===== config.mk =====
export PLATFORM = sky130hd
export DESIGN_NAME = matrix_scroller
export DESIGN_NICKNAME = d
export VERILOG_FILES = /design/src/rtl/matrix_scroller.sv
export SDC_FILE = /design/constraint.sdc
export NUM_CORES = 1
export LEC_CHECK = 0
export CAP_MARGIN = 20
export CORE_ASPECT_RATIO = 0.7
export CORE_MARGIN = 5
export CORE_UTILIZATION = 58
export CTS_CLUSTER_SIZE = 10
export DETAILED_ROUTE_END_ITERATION = 16
export DONT_BUFFER_PORTS = 1
export PLACE_DENSITY = 0.73
export SYNTH_ARGS = -nofsm -noshare
export SYNTH_HDL_FRONTEND = slang
export SYNTH_SLANG_ARGS = --single-unit

===== constraint.sdc =====
create_clock -name clk -period 2.4 [get_ports clk]
set_input_delay 0.24 -clock clk [delete_from_list [all_inputs] [get_ports clk]]
set_output_delay 0.24 -clock clk [all_outputs]
set_load 0.1 [all_outputs]

===== src/rtl/matrix_scroller.sv =====
// matrix_scroller: column-buffer pattern source for the 8x4 LED matrix driver.
// Presents a sliding 4-column window (data) that advances one column every
// FRAMES_PER_STEP frame_tick pulses and dwells at position 0 after each wrap.
// Optional build macro MATRIX_SCROLLER_DIR_EN adds a dir input (1 = reverse).
module matrix_scroller #(
  parameter int DEPTH           = 16,
  parameter int FRAMES_PER_STEP = 8,
  parameter int DWELL_STEPS     = 4
) (
  input  logic                     clk,
  input  logic                     rst_n,
  input  logic                     frame_tick,
  input  logic                     enable,
  input  logic                     restart,
`ifdef MATRIX_SCROLLER_DIR_EN
  input  logic                     dir,
`endif
  input  logic                     wr_en,
  input  logic [$clog2(DEPTH)-1:0] wr_addr,
  input  logic [7:0]               wr_col,
  output logic [31:0]              data,
  output logic [$clog2(DEPTH)-1:0] pos,
  output logic                     step
);

  localparam int AW = $clog2(DEPTH);
  localparam int FW = (FRAMES_PER_STEP > 1) ? $clog2(FRAMES_PER_STEP) : 1;
  localparam int DW = (DWELL_STEPS > 1) ? $clog2(DWELL_STEPS) : 1;
  localparam logic [FW-1:0] FRAME_LAST = FW'(FRAMES_PER_STEP - 1);
  localparam logic [DW-1:0] DWELL_LAST = DW'((DWELL_STEPS > 0) ? DWELL_STEPS - 1 : 0);

  typedef enum logic {SCROLL, DWELL} state_e;

  state_e                 state_q, state_d;
  logic [DEPTH-1:0][7:0]  colbuf_q, colbuf_d;
  logic [31:0]            data_q, data_d;
  logic [AW-1:0]          pos_q, pos_d, pos_step;
  logic                   step_q, step_d;
  logic [FW-1:0]          frame_cnt_q, frame_cnt_d;
  logic [DW-1:0]          dwell_cnt_q, dwell_cnt_d;
  logic [3:0][7:0]        win;
  logic                   step_evt;

  // Window lanes: lane k shows column (pos+k) mod DEPTH; AW-bit add wraps.
  for (genvar k = 0; k < 4; k++) begin : g_win
    assign win[k] = colbuf_q[pos_q + AW'(k)];
  end

  assign step_evt = frame_tick && enable && (frame_cnt_q == FRAME_LAST);

  // Candidate position for a step event (direction sampled at the event).
`ifdef MATRIX_SCROLLER_DIR_EN
  assign pos_step = dir ? (pos_q - 1'b1) : (pos_q + 1'b1);
`else
  assign pos_step = pos_q + 1'b1;
`endif

  // Buffer write and frame-synchronous data reload from pre-edge contents.
  always_comb begin
    colbuf_d = colbuf_q;
    if (wr_en) colbuf_d[wr_addr] = wr_col;
    data_d = frame_tick ? win : data_q;
  end

  // Frame counter: counts enabled frame_ticks, wraps on the step event.
  always_comb begin
    frame_cnt_d = frame_cnt_q;
    if (restart)                  frame_cnt_d = '0;
    else if (frame_tick && enable) frame_cnt_d = step_evt ? '0 : frame_cnt_q + 1'b1;
  end

  // FSM next state: restart wins, otherwise only step events move the FSM.
  always_comb begin
    state_d = state_q;
    if (restart) begin
      state_d = (DWELL_STEPS > 0) ? DWELL : SCROLL;
    end else if (step_evt) begin
      case (state_q)
        SCROLL:  if (pos_step == '0 && DWELL_STEPS > 0) state_d = DWELL;
        DWELL:   if (dwell_cnt_q == DWELL_LAST) state_d = SCROLL;
        default: state_d = SCROLL;
      endcase
    end
  end

  // FSM outputs: position, step pulse and dwell counter.
  always_comb begin
    pos_d       = pos_q;
    step_d      = 1'b0;
    dwell_cnt_d = dwell_cnt_q;
    if (restart) begin
      pos_d       = '0;
      dwell_cnt_d = '0;
    end else if (step_evt) begin
      if (state_q == SCROLL) begin
        pos_d       = pos_step;
        step_d      = 1'b1;
        dwell_cnt_d = '0;
      end else begin
        dwell_cnt_d = dwell_cnt_q + 1'b1;
      end
    end
  end

  // FSM state register.
  always_ff @(posedge clk) begin
    if (!rst_n) state_q <= SCROLL;
    else        state_q <= state_d;
  end

  // Datapath registers; reset also overrides a coincident buffer write.
  always_ff @(posedge clk) begin
    if (!rst_n) begin
      colbuf_q    <= '0;
      data_q      <= '0;
      pos_q       <= '0;
      step_q      <= 1'b0;
      frame_cnt_q <= '0;
      dwell_cnt_q <= '0;
    end else begin
      colbuf_q    <= colbuf_d;
      data_q      <= data_d;
      pos_q       <= pos_d;
      step_q      <= step_d;
      frame_cnt_q <= frame_cnt_d;
      dwell_cnt_q <= dwell_cnt_d;
    end
  end

  assign data = data_q;
  assign pos  = pos_q;
  assign step = step_q;

endmodule


-- Word-level counts from Yosys, hierarchy flattened
Cells that the tools add are included.
Widths: inputs -> output; s select.
- add/sub/neg operators: 5
- $lt $le $gt $ge: 6
- equality and inequality tests: 2
- reduce and logical (&&, ||, !) cells: 8
- multiplexer cells: 19
- bitwise gates (word level): 3
- operator list (kind ; number):
    $bmux 8 s4 ; 4
    $bwmux 128 ; 1
    $mux 8 ; 5
    $demux 8 s4 ; 1
    $lt 4x5->1 const B ; 5
    $add 4x2->4 const B ; 2
    $mux 1 ; 5
    $add 4x1->4 const B ; 1
    $ge 4x1->1 const B ; 1
    $logic_not 4->1 ; 1
    $add 3x1->3 const B ; 1
    $eq 3x3->1 const B ; 1
    $logic_and 1x1->1 ; 3
    $mux 3 ; 1
    $not 1->1 ; 3
    $reduce_or 3->1 ; 1
    $add 2x1->2 const B ; 1
    $eq 2x2->1 const B ; 1
    $mux 2 ; 1
    $pmux 1 s2 ; 1
    $reduce_and 2->1 ; 1
    $reduce_bool 2->1 ; 1
    $reduce_or 2->1 ; 1
- input port bits: 18
- word-level logic and storage cells: 65
- flip-flop bits (word level): 171

-- Depth between registers and ports, before layout
Gate-level depths: netlist of run 1.
- depth after elaboration: 6
- mapped depth: 11

-- Worst setup path after synthesis of run 1
OpenSTA, ideal clock, no wires.
- kind: reg-to-reg
- from: register pos_q[1] (netlist: pos[1])
- to: register data_q[31] (netlist: data[31])
- path buffers: 3
- cell stages (with the launch flop): 10
- data required time: 2.325 ns
- arrival: 3.040 ns
- path slack: -0.715 ns
- period minus slack after synthesis: 3.115 ns
- library setup time: 0.075 ns
- path through: dfxtp_1 buf_4 buf_4 buf_6 inv_1 ha_1 or2_2 mux2i_1 a32oi_1 a31oi_1
- longest elaborated chain between the ends: 3
- RTL lines (element ; line ; source):
    from (decl) ; 37 ; logic [AW-1:0] pos_q, pos_d, pos_step;
    from (signal assigned) ; 123 ; pos_q <= pos_d;
    $add 4x2->4 ; 46 ; assign win[k] = colbuf_q[pos_q + AW'(k)];
    $bmux 8 s4 ; 46 ;
    $mux 8 (not written as such) ; 46 ;
    to (signal assigned) ; 122 ; data_q <= data_d;
    to (decl) ; 36 ; logic [31:0] data_q, data_d;
No other way between the ends. The select of a mux whose other input is x is not followed.
A chain may end at the register's enable or synchronous reset.

-- Worst setup path in the final report of run 1
- from: register pos_q[0] (netlist: pos[0])
- to: register data_q[29] (netlist: data[29])
The elaborated chain is that of the path after synthesis.

==> impl_results.md, run 1 <==
- Metal2 WL: approximately 13 mm
- #FFs+latches synth: 171
- Max-cap violations: 0
- Drt total wl: ~35 mm
- Hold slack: 0.0220 ns
- Slowest-stage cell, CP: dfxtp_4
- Initial antenna violation count: 2
- Die ar.: approximately 21000 um^2
- Chip width: roughly 170 um
- Largest net degree at the start of global routing: 160
- Clock buffer count from CTS: 17
- Post-route ant nets: 0
- Critical path type: reg -> reg
- Overflow after GRT: 0
- Die H: around 120 um
- Arrival time at the worst endpoint: approximately 2.6 ns
- Worst-path fanout max: slightly below 50
- Post_cts resized: 0
- Final setup vio count: 0
- Crit path max-delay family: multiplexers
- Syn. warnings: 0
- Clock Sinks: between 150 and 200
- CTS clk-pin slew, worst paths: roughly 0.07 ns
- Total core area: about 17000 um^2
- Met3 wire len: approximately 5.8 mm
- RSZ-0062 raised after global routing: no
- DR top layer: met5
- Row cnt: 40
- CTS Root Cell: clkbuf_16
- Tot GR Track Use: 0.332
- # fillers: between 1000 and 1500
- Initial core utilization: 0.597
- Power density over the cells: 541 nW/um^2
- EDFF count, synth: 0
- Peak VDD IR: 0.000457 V
- Type of the worst min-delay path: in -> reg
- DR vias/cell: 6.87
- F_max: about 430 MHz
- Clk_skew: around 0.014 ns
- Pleak: roughly 4.3 nW
- Worst path cell trace: buf_12 > buf_4 > mux2i_1 > mux2i_1 > a32oi_1 > a31oi_1
- Setup TNS: 0 ns
- Synth area leaders: dfxtp_1 (33%), mux2i_1 (14%), mux4_2 (9.8%), nand2_1 (6.1%), a21boi_0 (5.5%)
- Syn Nets: 1101
- Prevailing post-synth register cell: dfxtp_1
- Crit path from: pos[0]$_SDFFE_PP0P_
- Global-route wire length before repair: 51.7 mm
- Hold Crit Start: wr_col[2]
- Top cell type by total area after synthesis: dfxtp_1
- Period utilization: 0.964
- Detailed-placement wirelength estimate: ~24 mm
- Residual DRC count: 0
- Worst Path Buf+Inv: 2
- Synth async-reset ratio: 0
- Avg Cell Area, Syn: around 9.6 um^2
- # IOs: 55
- Cells after synthesis: 1076
- Post-synthesis sequential area ratio: 0.330
- Vias in the first global route: 8250
- WL/cell: roughly 26 um
- Area of the mapped netlist: about 10000 um^2
- Post-CTS setup repair buffer count: 0
- CP max stage delay: 0.55 ns
- 1st-iter DRT viols: 1350
- Nets: ~1100
- Endpoint class of the critical path: flip-flop
- Max-slew headroom: 0.347
- Status: completed
- Hold violation total from the final report: 0
- M1 wire length: 14.9 mm
- Worst-Skew Late Latency: between 0.4 and 0.5 ns
- Area Overhead vs Synth: 12.2%
- Share of cells above drive strength 1: 0.152
- Cell mode on critical path: mux2i_1
- Measured slew at the worst slew-check pin: just under 1 ns
- Deepest clock path buffer count: 2
- WP data required: about 2.7 ns
- Tot Pwr: about 6.3 mW
- Slew Limit Fails: 0
- Vias post-DR: about 9200
- Fin crit period: between 2 and 2.5 ns
- Top cell type's share of synthesized area: 0.330
- # port buffers: 0
- CTS tree: built
- DRT Pass-1 Iters: 7
- # H-tree levels: 4
- Startpoint types: flip-flop
- Placer congestion estimate: just under 1
- RR Startpoint: pos[0]$_SDFFE_PP0P_
- Synth unique cells: 46
==> flip-flops by register name (all words and copies together) (netlist names) <==
signal       flops
colbuf_q       128
data            32
pos              4
frame_cnt_q      3
dwell_cnt_q      2
state_q          1
step             1
==> layout make-up <==
| type | count | area (um^2) | share of cell area |
|---|---|---|---|
| Multi-Input combinational cell | 807 | 6500 | 0.558 |
| Clock buffer | 18 | 429 | 0.0369 |
| Clock inverter | 14 | 175 | 0.0150 |
| Antenna cell | 2 | 5.00 | 0.000430 |
| Timing Repair Buffer | 87 | 801 | 0.0688 |
| Inverter | 3 | 11.3 | 0.000967 |
| Tap cell | 231 | 289 | 0.0248 |
| Sequential cell | 171 | 3430 | 0.295 |
==> path summary, 6_finish.rpt <==
check	to	slack [ns]	cells past startpoint
max	data[29]$_SDFFE_PN0P_	0.09	6
max reg2reg	data[29]$_SDFFE_PN0P_	0.09	6
min reg2reg	frame_cnt_q[1]$_SDFFE_PP0P_	0.49	2
min	colbuf_q[10]$_SDFFE_PN0P_	0.02	2
==> Yosys cell counts, types with 9 or more instances <==
cell type and number:
a21boi_0 76, a21oi_1 17, a22oi_1 16, a31oi_1 16, a32oi_1 32, and2_1 9, and3_1 9, buf_2 22
buf_6 11, clkbuf_1 51, dfxtp_1 171, mux2i_1 147, mux4_1 19, mux4_2 45, nand2_1 169, nand3_1 21
nor2_1 19, nor2b_1 51, o21ai_0 90
==> through the flow <==
stage                     cells  instance area, um^2  setup WS [ns]  utilization
final                      1333                11600         0.0862        0.670
after global routing       1332                11600         0.0165        0.670
after CTS                  1331                11600          0.219        0.670
after detailed placement   1287                10900          0.290        0.627
after global placement     1287                10900          0.302        0.627
after floorplan            1076                10500        0.00365            -
==> what timing repair did <==
| item | in CTS | in global routing |
|---|---|---|
| endpoints found under the setup margin | 0 | 0 |
| hold endpoints to repair | 162 | 0 |
| hold buffers | 12 | 0 |
==> per-layer routing <==
layer / GRT usage / up-vias
li1: - / 4011
met1: 0.488 / 4458
met2: 0.433 / 609
met3: 0.165 / 74
met4: 0.0734 / 2
met5: 0 / -
==> where the power goes <==
part / internal [mW] / switching (mW)
Clock: 1.58 / 1.32
Sequential: 2.88 / 0.0442
Combinational: 0.144 / 0.337
==> kinds of logic after synthesis <==
logic type / count (synthesis) / share of synthesized area
XOR/XNOR: 9 / 0.00904
adder cells (fa/ha/maj): 7 / 0.00844
multiplexers: 212 / 0.289
AND/OR/NAND/NOR: 301 / 0.135
flip-flops: 171 / 0.330
AO/OA/AOI/OAI: 278 / 0.178
buffers and inverters: 98 / 0.0500
==> worst reg2reg max path: cells and delay by family (launching register included) <==
family / cells / cell delay, ns
muxes: 2 / 0.68
AOI/OAI and AO/OA: 2 / 0.36
buffers and inverters: 2 / 0.57
DFF: 1 / 0.55
==> cell usage in the layout, fill, tap and decap left out, drive strengths merged, types with 2 or more instances in the layout <==
cell and n:
and2 10, nand2 169, nor2 19, o21ai 90
mux4 64, a21boi 81, mux2i 148, a31o 8
or3 2, o31ai 8, nor3b 3, a21oi 17
nand2b 8, nand3 21, ha 7, a32oi 32
nand3b 3, diode 2, bufinv 2, a211oi 8
nor2b 51, clkinv 2, nor3 2, a31oi 16
xnor2 4, dfxtp 171, xor2 5, inv 12
buf 76, a22oi 16, clkbuf 18, and3 9
dlygate4sd3 11
Power figures use the tool's default switching activity.
==> run 2: changes to the inputs <==
- GPL_TIMING_DRIVEN: default -> 0
==> run 2 against run 1 <==
The run now ends with hold timing, setup timing left; sequential share of layout area fell by 1.2 points; register-to-register slack got worse by 0.09 ns; wire length rose by 15%; combinational power fell by 22%; utilization rose by 2.9 points; clock skew rose by 0.0027 ns; critical endpoint is now data[6]$_SDFFE_PN0P_; largest power group unchanged; highest routed layer unchanged.
==> impl_results.md, run 2 (synthesis results as in run 1) <==
- Status: complete, but fails checks
- Failing checks: hold timing, setup timing
- Clock Sinks: 171 (unchanged)
- Power density over the cells: 514 nW/um^2 (-5.0%)
- RSZ-0062 raised after global routing: yes
- Largest Register: colbuf_q
- Endpoint class of the critical path: flip-flop
- Hold Crit Endpoint: colbuf_q[28]$_SDFFE_PN0P_
- Total core area: 17400 um^2 (unchanged)
- Most common cell after layout, fill and taps aside: nand2_1
- Max-cap violations: 0 (unchanged)
- Fin crit period: 2.41 ns (+0.0946 ns)
- Die ar.: 20700 um^2 (unchanged)
- Overflow after GRT: 0 (unchanged)
- Register area: 3440 um^2 (+0.18%)
- Measured slew at the worst slew-check pin: 1.05 ns (+0.0781 ns)
- R2R depth: 7 (+1)
- Fin worst setup slack: -0.00839 ns (-0.0946 ns)
- Hold Crit Start: wr_col[4]
- Initial core utilization: 0.597 (unchanged)
- DRT Pass-1 Iters: 5 (-2)
- Clock buffer count from CTS: 17 (unchanged)
- Nets: 1145 (+3.0%)
- Comb power frac: 0.060 (-0.016)
- Pleak: 4.31 nW (-0.13%)
- # IOs: 55 (unchanged)
- Worst-Skew Late Latency: 0.46 ns (about the same)
- RR Startpoint: pos[0]$_SDFFE_PP0P_
- Type of the worst min-delay path: in -> reg
- Most frequent cells in the layout: nand2_1 (169), dfxtp_1 (167), mux2i_1 (122), o21ai_0 (90), a21boi_0 (76)
- Share of cells above drive strength 1: 0.183 (+0.0309)
- CTS Root Cell: clkbuf_16
- WL/cell: 29.1 um (+12%)
- Switch share: 0.292 (+0.0227)
- Pre-CTS setup slack: -0.584 ns (-0.874 ns)
- Clock share of power: 0.453 (-0.007)
- Vias post-DR: 9519 (+4.0%)
- Tot Pwr: 6.24 mW (-0.97%)
- Global-route wire length before repair: 56.5 mm (+9.1%)
- Hold depth: 2 (unchanged)
- F_max: 415 MHz (-3.9%)
- Area Overhead vs Synth: 17.0%
- Drt total wl: 39.7 mm (+15%)
- Arrival time at the worst endpoint: 2.75 ns (+0.15 ns)
- Fin area: 12100 um^2 (+4.3%)
- Die H: 122 um (unchanged)
- Footprint of the multi-input gates: 6910 um^2 (+6.3%)
- Clk_skew: 0.0168 ns (+0.00271 ns)
- Initial antenna violation count: 1 (-1)
- 1st-iter DRT viols: 1302 (-3.6%)
- Startpoint types: flip-flop
- # port buffers: 0 (unchanged)
- Detailed-placement wirelength estimate: 29.1 mm (+22%)
- Vias in the first global route: 8486 (+2.9%)
- Chip width: 170 um (unchanged)
- CTS clk-pin slew, worst paths: 0.08 ns (about the same)
- Deepest clock path buffer count: 2 (unchanged)
- Tot GR Track Use: 0.375 (+0.0430)
- Largest net degree at the start of global routing: 29 (-82%)
- Placer congestion estimate: 1.06 (+7.6%)
- Post-route ant nets: 0 (unchanged)
- Max-slew headroom: 0.296 (-0.0509)
- Setup TNS: -0.0127 ns (-0.0127 ns)
- Slew Limit Fails: 0 (unchanged)
- WP data required: 2.74 ns (+0.05 ns)
- Reg2reg setup slack: -0.008 ns (-0.09 ns)
- Worst-path fanout max: 10 (-80%)
- Max reg flops: 128 (unchanged)
- Hold slack: -0.000569 ns (-0.0225 ns)
- Hold violation total from the final report: 1 (+1)
- R2R Path End: data[6]$_SDFFE_PN0P_
- Internal power: 4.42 mW (-4.0%)
- # H-tree levels: 4 (unchanged)
- Peak VDD IR: 0.000451 V (-1.2%)
- # fillers: 1368 (-1.4%)
- Period utilization: 1.00 (+0.0394)
- Sequential share of power: 0.487 (+0.023)
- Row cnt: 40 (unchanged)
- Final setup vio count: 2 (+2)
- Area of placed instances: 10700 um^2 (-1.4%)
- Residual DRC count: 0 (unchanged)
- Critical path type: reg -> reg
- Net switching power of the design: 1.82 mW (+7.4%)
- DR vias/cell: 6.97 (+1.5%)
- CTS tree: built
run 2: cell types whose count changed in the layout (fill, tap and decap cells not counted), moves of 10 or more:
cell      delta
buf_2       +16
mux2i_4     +11
buf_6       +10
mux2i_2     +12
clkbuf_1    +47
mux2i_1     -23
buf_4       -48
a32oi_1     -15
a32oi_2     +15
run 2: layout make-up:
type	instances	area share
plain buffers	89	0.0464
well taps	231	0.0238
clock inverters	14	0.0141
inverters	3	0.000928
diodes	1	0.000206
flip-flops and latches	171	0.283
repair buffers	31	0.0266
multi-input cells	807	0.569
clock buffers	18	0.0353
run 2: how the worst max path moves through the flow:
stage / start / end / slack (ns) / cells after the start
finish: pos[0]$_SDFFE_PP0P_ / data[6]$_SDFFE_PN0P_ / -0.008 / 7
global route: pos[1]$_SDFFE_PP0P_ / data[7]$_SDFFE_PN0P_ / -0.02 / 6
CTS: pos[0]$_SDFFE_PP0P_ / data[31]$_SDFFE_PN0P_ / -0.05 / 8
detailed placement: pos[0]$_SDFFE_PP0P_ / data[29]$_SDFFE_PN0P_ / -0.58 / 11
floorplan: pos[1]$_SDFFE_PP0P_ / data[31]$_SDFFE_PN0P_ / 0.004 / 9
global placement: pos[1]$_SDFFE_PP0P_ / data[27]$_SDFFE_PN0P_ / -0.56 / 9
run 2: critical path, stage by stage (launching register included):
cell	delay, ns
dfxtp_4	0.58
buf_12	0.19
buf_6	0.19
clkbuf_4	0.25
mux4_2	0.34
a22oi_1	0.36
a21oi_1	0.17
a31o_1	0.20
run 2: repair_timing:
| item | 4_1_cts | 5_1_grt |
|---|---|---|
| pin swaps | 1 | 8 |
| resized for setup | 37 | 66 |
| hold buffers | 9 | 0 |
| setup buffers | 9 | 11 |
| hold endpoints to repair | 47 | 0 |
| cloned | 0 | 2 |
| setup endpoints to repair | 32 | 32 |
run 2: power groups by stage:
stage | clock network, mW | logic, mW | registers (mW)
2_1_floorplan | 0 | 0.225 | 3.08
3_3_place_gp | 0 | 0.321 | 3.10
3_5_place_dp | 0 | 0.324 | 3.10
4_1_cts | 2.82 | 0.361 | 3.03
5_1_grt | 2.96 | 0.399 | 3.04
6_report | 2.83 | 0.377 | 3.04
run 2: layer usage:
| layer | GRT usage | part of all wire |
|---|---|---|
| met1 | 0.540 | 0.41 |
| met2 | 0.503 | 0.40 |
| met3 | 0.147 | 0.16 |
| met4 | 0.146 | 0.040 |
| met5 | 0 | 0.00033 |
run 2: stage by stage:
step,cells,util
after floorplan,1076,-
after global placement,1307,0.619
after detailed placement,1307,0.619
after CTS,1353,0.672
after global routing,1365,0.699
final,1365,0.699
==> run 3: changes to the inputs <==
- TNS_END_PERCENT: default -> 100
==> results of run 3 <==
Same layout as run 2: the final DEF is identical, and so are final timing and power.
